--- config.mk ---
export PLATFORM = sky130hd
export DESIGN_NAME = datapath_pipe_flat
export DESIGN_NICKNAME = d
export VERILOG_FILES = /design/src/rtl/datapath_pipe_if.sv /design/src/rtl/datapath_pipe.sv /design/src/flat_wrapper.sv
export SDC_FILE = /design/constraint.sdc
export NUM_CORES = 2
export LEC_CHECK = 0
export ABC_CLOCK_PERIOD_IN_PS = 11800
export BUFFER_PORTS_ARGS = -buffer_cell sky130_fd_sc_hd__buf_2
export CAP_MARGIN = 30
export CORE_MARGIN = 2
export CORE_UTILIZATION = 40
export CTS_CLUSTER_DIAMETER = 30
export CTS_CLUSTER_SIZE = 28
export DETAILED_ROUTE_END_ITERATION = 6
export PLACE_DENSITY = 0.52
export SLEW_MARGIN = 30
export SYNTH_ARGS = -nofsm -noshare
export SYNTH_HDL_FRONTEND = slang
export SYNTH_SLANG_ARGS = --single-unit
--- constraint.sdc ---
create_clock -name clk -period 11.8 [get_ports clk]
set_input_delay 3.54 -clock clk [delete_from_list [all_inputs] [get_ports clk]]
set_output_delay 3.54 -clock clk [all_outputs]
set_load 0.05 [all_outputs]
--- src/rtl/datapath_pipe_if.sv ---
// Bundle between control decode, the data-memory port and datapath_pipe.
// The master side drives instructions and load data; the slave side is the datapath.
interface datapath_pipe_if #(
    parameter int WIDTH = 32,
    parameter int AW    = 5
);
    logic             in_valid;
    logic             in_ready;
    logic [3:0]       op;
    logic [AW-1:0]    rs;
    logic [AW-1:0]    rt;
    logic [AW-1:0]    rd;
    logic             reg_dst;
    logic             alu_src;
    logic             shift_amt;
    logic [15:0]      imm;
    logic             imm_zext;
    logic [4:0]       shamt;
    logic             link;
    logic [WIDTH-1:0] pc;
    logic             reg_write;
    logic             mem_to_reg;
    logic             mem_ready;
    logic [WIDTH-1:0] mem_rdata;
    logic [WIDTH-1:0] read_data_0;
    logic             out_valid;
    logic [WIDTH-1:0] alu_out;
    logic             z;
    logic             n;
    logic [WIDTH-1:0] register_v0;

    modport master (
        output in_valid, op, rs, rt, rd, reg_dst, alu_src, shift_amt, imm, imm_zext,
               shamt, link, pc, reg_write, mem_to_reg, mem_ready, mem_rdata,
        input  in_ready, read_data_0, out_valid, alu_out, z, n, register_v0
    );

    modport slave (
        input  in_valid, op, rs, rt, rd, reg_dst, alu_src, shift_amt, imm, imm_zext,
               shamt, link, pc, reg_write, mem_to_reg, mem_ready, mem_rdata,
        output in_ready, read_data_0, out_valid, alu_out, z, n, register_v0
    );
endinterface

--- src/rtl/datapath_pipe.sv ---
// Register file, operand select, ALU and a one-deep execute/writeback register
// with writeback forwarding, link writes and a load-wait stall.
module datapath_pipe #(
    parameter int WIDTH       = 32,
    parameter int NREGS       = 32,
    parameter int LINK_REG    = NREGS - 1,
    parameter int LINK_OFFSET = 8
) (
    input  logic            clk,
    input  logic            reset,
    datapath_pipe_if.slave  bus
);
    localparam int AW  = $clog2(NREGS);
    localparam int SHW = $clog2(WIDTH);

    logic [WIDTH-1:0] w_rf [NREGS];

    logic             r_valid;
    logic             r_we;
    logic             r_m2r;
    logic [AW-1:0]    r_dest;
    logic [WIDTH-1:0] r_alu;
    logic             r_z;
    logic             r_n;

    logic             w_stall;
    logic             w_issue;
    logic             w_fwd_en;
    logic             w_commit;
    logic [WIDTH-1:0] w_wb_data;
    logic [WIDTH-1:0] w_op_a;
    logic [WIDTH-1:0] w_op_rt;
    logic [WIDTH-1:0] w_op_b;
    logic [SHW-1:0]   w_sh;
    logic [WIDTH-1:0] w_alu;
    logic [WIDTH-1:0] w_result;
    logic [AW-1:0]    w_dest;

    // A load sitting in writeback without data blocks both the commit and new issue.
    assign w_stall   = r_valid && r_m2r && !bus.mem_ready;
    assign w_issue   = bus.in_valid && bus.in_ready;
    assign w_wb_data = r_m2r ? bus.mem_rdata : r_alu;
    assign w_fwd_en  = r_valid && r_we && (r_dest != '0);
    assign w_commit  = w_fwd_en && !(r_m2r && !bus.mem_ready);

    assign w_op_a  = (w_fwd_en && bus.rs == r_dest) ? w_wb_data : w_rf[bus.rs];
    assign w_op_rt = (w_fwd_en && bus.rt == r_dest) ? w_wb_data : w_rf[bus.rt];

    always_comb begin
        w_op_b = w_op_rt;
        if (bus.alu_src) begin
            if (bus.shift_amt)
                w_op_b = WIDTH'(bus.shamt);
            else if (bus.imm_zext)
                w_op_b = WIDTH'(bus.imm);
            else
                w_op_b = WIDTH'($signed(bus.imm));
        end
    end

    assign w_sh = w_op_b[SHW-1:0];

    always_comb begin
        w_alu = w_op_a + w_op_b;
        case (bus.op)
            4'd1:    w_alu = w_op_a - w_op_b;
            4'd2:    w_alu = w_op_a & w_op_b;
            4'd3:    w_alu = w_op_a | w_op_b;
            4'd4:    w_alu = w_op_a ^ w_op_b;
            4'd5:    w_alu = w_op_a << w_sh;
            4'd6:    w_alu = w_op_a >> w_sh;
            4'd7:    w_alu = $unsigned($signed(w_op_a) >>> w_sh);
            4'd8:    w_alu = {{(WIDTH-1){1'b0}}, ($signed(w_op_a) < $signed(w_op_b))};
            4'd9:    w_alu = {{(WIDTH-1){1'b0}}, (w_op_a < w_op_b)};
            4'd10:   w_alu = WIDTH'({bus.imm, 16'h0000});
            default: w_alu = w_op_a + w_op_b;
        endcase
    end

    assign w_result = bus.link ? (bus.pc + WIDTH'(LINK_OFFSET)) : w_alu;
    assign w_dest   = bus.link ? AW'(LINK_REG) : (bus.reg_dst ? bus.rd : bus.rt);

    always_ff @(posedge clk) begin
        if (!reset) begin
            r_valid <= 1'b0;
            r_we    <= 1'b0;
            r_m2r   <= 1'b0;
            r_dest  <= '0;
            r_alu   <= '0;
            r_z     <= 1'b0;
            r_n     <= 1'b0;
        end else if (!w_stall) begin
            r_valid <= w_issue;
            if (w_issue) begin
                r_we   <= bus.link || bus.reg_write;
                r_m2r  <= !bus.link && bus.mem_to_reg;
                r_dest <= w_dest;
                r_alu  <= w_result;
                r_z    <= (w_result == '0);
                r_n    <= w_result[WIDTH-1];
            end
        end
    end

    // Register 0 is a hard-wired zero; every other entry is its own register.
    for (genvar gi = 0; gi < NREGS; gi++) begin : g_rf
        if (gi == 0) begin : g_zero
            assign w_rf[gi] = '0;
        end else begin : g_reg
            logic [WIDTH-1:0] r_q;
            always_ff @(posedge clk) begin
                if (!reset)
                    r_q <= '0;
                else if (w_commit && r_dest == AW'(gi))
                    r_q <= w_wb_data;
            end
            assign w_rf[gi] = r_q;
        end
    end

    assign bus.in_ready    = reset && !w_stall;
    assign bus.read_data_0 = w_op_a;
    assign bus.out_valid   = r_valid;
    assign bus.alu_out     = r_alu;
    assign bus.z           = r_z;
    assign bus.n           = r_n;
    assign bus.register_v0 = w_rf[2];
endmodule

--- src/flat_wrapper.sv ---
// flat-port wrapper written by rule: the top's interface ports become plain ports
module datapath_pipe_flat 
#(
    parameter int WIDTH       = 32,
    parameter int NREGS       = 32,
    parameter int LINK_REG    = NREGS - 1,
    parameter int LINK_OFFSET = 8
)
  (clk, reset, bus_in_valid, bus_op, bus_rs, bus_rt, bus_rd, bus_reg_dst, bus_alu_src, bus_shift_amt, bus_imm, bus_imm_zext, bus_shamt, bus_link, bus_pc, bus_reg_write, bus_mem_to_reg, bus_mem_ready, bus_mem_rdata, bus_in_ready, bus_read_data_0, bus_out_valid, bus_alu_out, bus_z, bus_n, bus_register_v0);
  datapath_pipe_if #(.WIDTH(WIDTH), .AW(5)) bus_i ();
  input  logic clk;
  input  logic reset;
  input wire logic [$bits(bus_i.in_valid)-1:0] bus_in_valid;
  input wire logic [$bits(bus_i.op)-1:0] bus_op;
  input wire logic [$bits(bus_i.rs)-1:0] bus_rs;
  input wire logic [$bits(bus_i.rt)-1:0] bus_rt;
  input wire logic [$bits(bus_i.rd)-1:0] bus_rd;
  input wire logic [$bits(bus_i.reg_dst)-1:0] bus_reg_dst;
  input wire logic [$bits(bus_i.alu_src)-1:0] bus_alu_src;
  input wire logic [$bits(bus_i.shift_amt)-1:0] bus_shift_amt;
  input wire logic [$bits(bus_i.imm)-1:0] bus_imm;
  input wire logic [$bits(bus_i.imm_zext)-1:0] bus_imm_zext;
  input wire logic [$bits(bus_i.shamt)-1:0] bus_shamt;
  input wire logic [$bits(bus_i.link)-1:0] bus_link;
  input wire logic [$bits(bus_i.pc)-1:0] bus_pc;
  input wire logic [$bits(bus_i.reg_write)-1:0] bus_reg_write;
  input wire logic [$bits(bus_i.mem_to_reg)-1:0] bus_mem_to_reg;
  input wire logic [$bits(bus_i.mem_ready)-1:0] bus_mem_ready;
  input wire logic [$bits(bus_i.mem_rdata)-1:0] bus_mem_rdata;
  output wire logic [$bits(bus_i.in_ready)-1:0] bus_in_ready;
  output wire logic [$bits(bus_i.read_data_0)-1:0] bus_read_data_0;
  output wire logic [$bits(bus_i.out_valid)-1:0] bus_out_valid;
  output wire logic [$bits(bus_i.alu_out)-1:0] bus_alu_out;
  output wire logic [$bits(bus_i.z)-1:0] bus_z;
  output wire logic [$bits(bus_i.n)-1:0] bus_n;
  output wire logic [$bits(bus_i.register_v0)-1:0] bus_register_v0;
  assign bus_i.in_valid = bus_in_valid;
  assign bus_i.op = bus_op;
  assign bus_i.rs = bus_rs;
  assign bus_i.rt = bus_rt;
  assign bus_i.rd = bus_rd;
  assign bus_i.reg_dst = bus_reg_dst;
  assign bus_i.alu_src = bus_alu_src;
  assign bus_i.shift_amt = bus_shift_amt;
  assign bus_i.imm = bus_imm;
  assign bus_i.imm_zext = bus_imm_zext;
  assign bus_i.shamt = bus_shamt;
  assign bus_i.link = bus_link;
  assign bus_i.pc = bus_pc;
  assign bus_i.reg_write = bus_reg_write;
  assign bus_i.mem_to_reg = bus_mem_to_reg;
  assign bus_i.mem_ready = bus_mem_ready;
  assign bus_i.mem_rdata = bus_mem_rdata;
  assign bus_in_ready = bus_i.in_ready;
  assign bus_read_data_0 = bus_i.read_data_0;
  assign bus_out_valid = bus_i.out_valid;
  assign bus_alu_out = bus_i.alu_out;
  assign bus_z = bus_i.z;
  assign bus_n = bus_i.n;
  assign bus_register_v0 = bus_i.register_v0;
  datapath_pipe #(.WIDTH(WIDTH), .NREGS(NREGS), .LINK_REG(LINK_REG), .LINK_OFFSET(LINK_OFFSET)) u_core (.clk(clk), .reset(reset), .bus(bus_i));
endmodule
# Yosys cells after proc, flatten, opt, wreduce, memory -nomap -nowiden
# Cells that the tools add are included.
[totals] regBits=1034
[op_classes] add_sub_neg=3 magnitude_cmp=4 eq_ne=43 n_shift=3 muxes=16 bitwise_logic=6 n_reduce_logical=50
[op_table] operator="32-bit 2-to-1 mux" n=11
[op_table] operator="32-bit binary-select mux with 5-bit select" n=2
[op_table] operator="32-bit case mux with 10 select lines" n=1
[op_table] operator="5-bit == test, second input constant" n=16
[op_table] operator="32-bit less-than comparator" n=2
[op_table] operator="1-bit logical AND" n=42
[op_table] operator="5-bit by 4-bit == test with 1-bit output, second input constant" n=8
[op_table] operator="32-bit adder" n=1
[op_table] operator="32-bit by 4-bit adder with 32-bit output, second input constant" n=1
[op_table] operator="32-bit bitwise AND" n=1
[op_table] operator="32-bit logical NOT" n=1
[op_table] operator="32-bit OR" n=1
[op_table] operator="32-bit by 5-bit left shift with 32-bit output" n=1
[op_table] operator="32-bit by 5-bit right shift with 32-bit output" n=1
[op_table] operator="32-bit by 5-bit >>> shifter with 32-bit output" n=1
[op_table] operator="32-bit subtractor" n=1
[op_table] operator="32-bit bitwise XOR" n=1
[op_table] operator="5-bit by 3-bit == test with 1-bit output, second input constant" n=4
[op_table] operator="4-bit by 3-bit == test with 1-bit output, second input constant" n=4
[op_table] operator="4-bit == test, second input constant" n=3
[op_table] operator="6-bit >= comparator, second input constant" n=2
[op_table] operator="5-bit NOT with 6-bit output" n=2
[op_table] operator="5-bit by 2-bit == test with 1-bit output, second input constant" n=2
[op_table] operator="5-bit == test" n=2
[op_table] operator="other kinds (9)" n=14

# Depth between registers and ports, before layout
[depth] depth_word=10 depth_mapped=31 depth_no_buf=24

# Worst setup path before layout
# No wires, ideal clock.
[synth_path] path_kind="input port to flip-flop" startpoint="input port bus_rt[0]" endpoint="register u_core.r_z, in the netlist u_core.bus.z" t_arrival_ps=10581 path_slack_ps=1135 path_stages=29 path_buffers=7 cell_sequence="buf_2 buf_6 buf_2 clkbuf_1 clkbuf_1 buf_1 mux4_2 mux4_2 mux2i_1 nand2_1 and3_1 a21oi_1 ha_1 clkbuf_1 a21o_1 a21o_1 a2111oi_0 o31ai_1 a21oi_1 o21bai_1 a21oi_1 mux2i_1 a311o_1 o31ai_2 nand4b_1 nor4b_2 nand4_1 or4b_1 o31ai_2"
[synth_via] elab_chain_len=10 word_cells_on_any_way=21 classes_between="2 x add/sub; 2 x order compare; 1 x eq/ne; 3 x shift; 7 x mux; 4 x bitwise; 2 x reduce/logical"
[synth_rtl] item="start, declared" line="flat_wrapper.sv:16" text="input wire logic [$bits(bus_i.rt)-1:0] bus_rt;"
[synth_rtl] item="5-bit NOT with 6-bit output (not written as such)" line="datapath_pipe.sv:47" text="assign w_op_rt = (w_fwd_en && bus.rt == r_dest) ? w_wb_data : w_rf[bus.rt];"
[synth_rtl] item="32-bit binary-select mux with 5-bit select" line="datapath_pipe.sv:47"
[synth_rtl] item="32-bit 2-to-1 mux (not written as such) (2 in series)" line="datapath_pipe.sv:47"
[synth_rtl] item="32-bit 2-to-1 mux *" line="datapath_pipe.sv:47"
[synth_rtl] item="32-bit 2-to-1 mux *" line="datapath_pipe.sv:51" text="if (bus.alu_src) begin"
[synth_rtl] item="32-bit adder, or another cell as far along"
[synth_rtl] item="32-bit case mux with 10 select lines *" line="datapath_pipe.sv:65" text="case (bus.op)"
[synth_rtl] item="32-bit 2-to-1 mux *" line="datapath_pipe.sv:80" text="assign w_result = bus.link ? (bus.pc + WIDTH'(LINK_OFFSET)) : w_alu;"
[synth_rtl] item="32-bit logical NOT *" line="datapath_pipe.sv:99" text="r_z <= (w_result == '0);"
[synth_rtl] item="end signal, assigned" line="datapath_pipe.sv:99"
[synth_rtl] item="end, declared" line="datapath_pipe.sv:23" text="logic r_z;"
# Mark *: on every way between the ends. The rest lies on a longest branch, timed or not. The select of a mux whose other input is x is not followed.
# A chain may end at the register's enable or synchronous reset.

# Worst setup path in the final report
[layout_path] startpoint="input port bus_rs[0]" endpoint="output port bus_read_data_0[21]"
[layout_via] elab_chain_len=5 word_cells_on_any_way=7 classes_between="1 x eq/ne; 4 x mux; 1 x bitwise; 1 x reduce/logical"
[layout_rtl] item="start, declared" line="flat_wrapper.sv:15" text="input wire logic [$bits(bus_i.rs)-1:0] bus_rs;"
[layout_rtl] item="5-bit NOT with 6-bit output (not written as such)" line="datapath_pipe.sv:46" text="assign w_op_a = (w_fwd_en && bus.rs == r_dest) ? w_wb_data : w_rf[bus.rs];"
[layout_rtl] item="32-bit binary-select mux with 5-bit select" line="datapath_pipe.sv:46"
[layout_rtl] item="32-bit 2-to-1 mux (not written as such) (2 in series)" line="datapath_pipe.sv:46"
[layout_rtl] item="32-bit 2-to-1 mux *" line="datapath_pipe.sv:46"
[layout_rtl] item="end, declared" line="flat_wrapper.sv:31" text="output wire logic [$bits(bus_i.read_data_0)-1:0] bus_read_data_0;"
# Marks and branches as above.

==> metrics.md <==
| Metric | Value |
|---|---|
| Int Pwr | `9400 µW` |
| TNS Setup | `0 ps` |
| Post-synth top area share | `33.6%` |
| Die ar. | `157000 µm²` |
| Die Height | `396 µm` |
| Initial core utilization | `40.1%` |
| Initial DRC Count | `6700` |
| Area grow syn2layout | `22.0%` |
| Post-CTS Hold Fix Bufs | `0` |
| Largest net degree at the start of global routing | `218` |
| DRC | `0` |
| Final #Nets | `6804` |
| Final period util | `91.0%` |
| Slew Limit Fails | `0` |
| Tmin final | `10740 ps` |
| CP Launch Type | `input pin` |
| Post-Synthesis Net Count | `6754` |
| Pwr per Cell Area | `170 nW/µm²` |
| Synthesized area | `61600 µm²` |
| Max-cap check violation count | `0` |
| Most common cell in the netlist | `nor2_1` |
| Ys Warns | `0` |
| VDD IR max | `0.162 mV` |
| DRT Pass-1 Iters | `7` |
| Tot Pwr | `12800 µW` |
| Setup crit start | `bus_rs[0]` |
| Layout cells sized above 1 | `25.3%` |
| Sequential share of power | `27.8%` |
| Synth Register Bits | `1033` |
| Critical path class | `in2out` |
| Worst clock skew | `88.5 ps` |
| Leak Pwr | `0.0259 µW` |
| Place WS | `707 ps` |
| Synth cell types | `109` |
| All-Layer GR Usage | `38.1%` |
| Clk_lat worst skew | `910 ps` |
| Slew @ Worst Pin | `1130 ps` |
| Max FO, Critical Path | `58` |
| Cells after synthesis | `6539` |
| Clock group share of total power | `60.9%` |
| Post-DRT Antenna Nets | `0` |
| Routed WL | `306000 µm` |
| IO buf count | `214` |
| Final WS setup | `1060 ps` |
| CP arrival | `7200 ps` |
| Setup Viol. Count Final | `0` |
| Critical Path Sink Type | `output pin` |
| Final Hold Viols | `0` |
| I/O pins | `215` |
| Worst r2r src | `u_core.r_m2r` |
| Sw Share | `26.4%` |
| Async set or reset register ratio after synthesis | `0%` |
| Sw power | `3370 µW` |
| CTS tree | `done` |
| Rel. slew slack | `24.3%` |
| Post-CTS resize count | `0` |
| Comb pwr share | `11.3%` |
| Post-DP HPWL | `208000 µm` |
| Register area share after synthesis | `33.6%` |
| CP required | `8260 ps` |
| Final Wtd Congestion | `1.11` |
| Post-synth top area cell | `dfxtp_1` |
| Clk sinks | `1033` |
| Gr ovfl total | `0` |
| Synth cell count leaders | `1271 x nor2_1, 1046 x a211oi_1, 1033 x dfxtp_1, 575 x clkbuf_1, 485 x mux4_2` |
| Antenna violations before repair | `17` |
| Clock Tree Root | `clkbuf_16` |
| Post-synth EDFFs | `0` |
| Core area | `154000 µm²` |
| Area contributors post-synth | `dfxtp_1 34%, mux4_2 18%, a211oi_1 13%, nor2_1 7.7%, clkbuf_1 3.5%` |
| CTS Buffer Depth | `4` |
| Hold_ws | `499 ps` |
| Hold Crit Start | `u_core.bus.alu_out[10]` |
| Post-CTS Setup Bufs | `0` |
| Die X | `396 µm` |
| CTS Buf Count | `286` |
| CTS H-Tree Depth | `5` |
| # rows | `144` |
| RSZ-0062 raised after global routing | `false` |
| Status | `completed` |
| Syn Area/Cell | `9.42 µm²` |
| HP Class | `reg2reg` |
| Achievable Freq | `0.0931 GHz` |
| DR vias | `58.2k` |
| Vias in the first global route | `56.4k` |
| Dominant synthesized flop cell | `dfxtp_1` |
| Clock slew at reported path FFs | `40 ps` |
| First-pass GRT wire length | `431000 µm` |
| DR WL/cell | `34.7 µm` |
| Vias per inst | `6.59` |
==> flip-flops by register name (all words and copies together) (netlist names) <==
name and count:
u_core.bus.z 1, u_core.g_rf.g_reg.r_q 960, u_core.r_dest 5, u_core.r_we 1, u_core.bus.out_valid 1, u_core.bus.alu_out 32, u_core.r_m2r 1, u_core.bus.register_v0 32
==> per-stage QoR <==
stage	utilization [%]	cell area, µm²	std cells
final	49.0	75200	8833
after global placement	42.4	65100	8331
after global routing	49.0	75100	8829
after floorplan	-	61600	6539
after CTS	48.9	75000	8826
after detailed placement	42.6	65400	8342
==> critical path: stages <==
cell     delay [ps]
buf_8           470
buf_12          310
buf_12          250
buf_4           330
mux4_2          530
a22oi_1         190
a21oi_1          80
o41a_1          830
buf_2           400
==> cells in the final DEF, fill, tap and decap left out, types with 32 or more instances in the layout <==
cell type,instances
mux2_2,111
nand3_1,79
dfxtp_1,1032
a22oi_1,61
a221oi_1,56
mux2i_1,108
nor2_1,1238
clkbuf_8,46
inv_1,90
mux4_2,485
a211oi_1,1046
a21oi_1,242
a22o_1,40
bufinv_16,35
clkinv_2,47
o22ai_1,42
nand2_1,171
clkbuf_16,291
buf_4,253
nor3_1,94
mux2i_4,32
ha_1,98
buf_2,207
nand4_1,49
o21ai_0,108
nor2_4,34
==> cell families after synthesis <==
group	after synthesis	synth area share [%]
simple gates	1832	12.6
buf+inv	847	5.73
flops	1033	33.6
compound gates	1931	23.2
xor+xnor	55	0.782
mux	741	22.1
fa+ha+maj	100	2.06
==> metal layers <==
metal / track usage (%) / wire length (µm)
met1: 47.6 / 120000
met2: 59.3 / 137000
met3: 8.56 / 27200
met4: 24.3 / 22200
met5: 0 / 51
==> area by class of cell <==
cell class	instances	area (µm²)
antenna	4	10.0
sequential	1033	20700
multi-input combinational	4659	38100
inverter	112	432
timing repair buffer	497	3670
fill	14300	78300
clock inverter	119	1650
clock buffer	365	8020
tap	2044	2560
==> power groups by stage <==
stage	combinational, µW	sequential, µW	clock (µW)
finish	1450	3550	7780
global route	1470	3550	8050
CTS	1400	3550	7830
detailed placement	1400	3610	0
global placement	1400	3610	0
floorplan	764	3630	0
==> final timing paths <==
kind	to	slack (ps)	depth (start not counted)
worst min-delay path	u_core.bus.alu_out[10]	500	2
worst max-delay path	bus_read_data_0[21]	1060	9
worst min register to register	u_core.bus.alu_out[10]	500	2
worst max register to register	u_core.bus.z	3680	23
(Power assumes the default switching activity.)
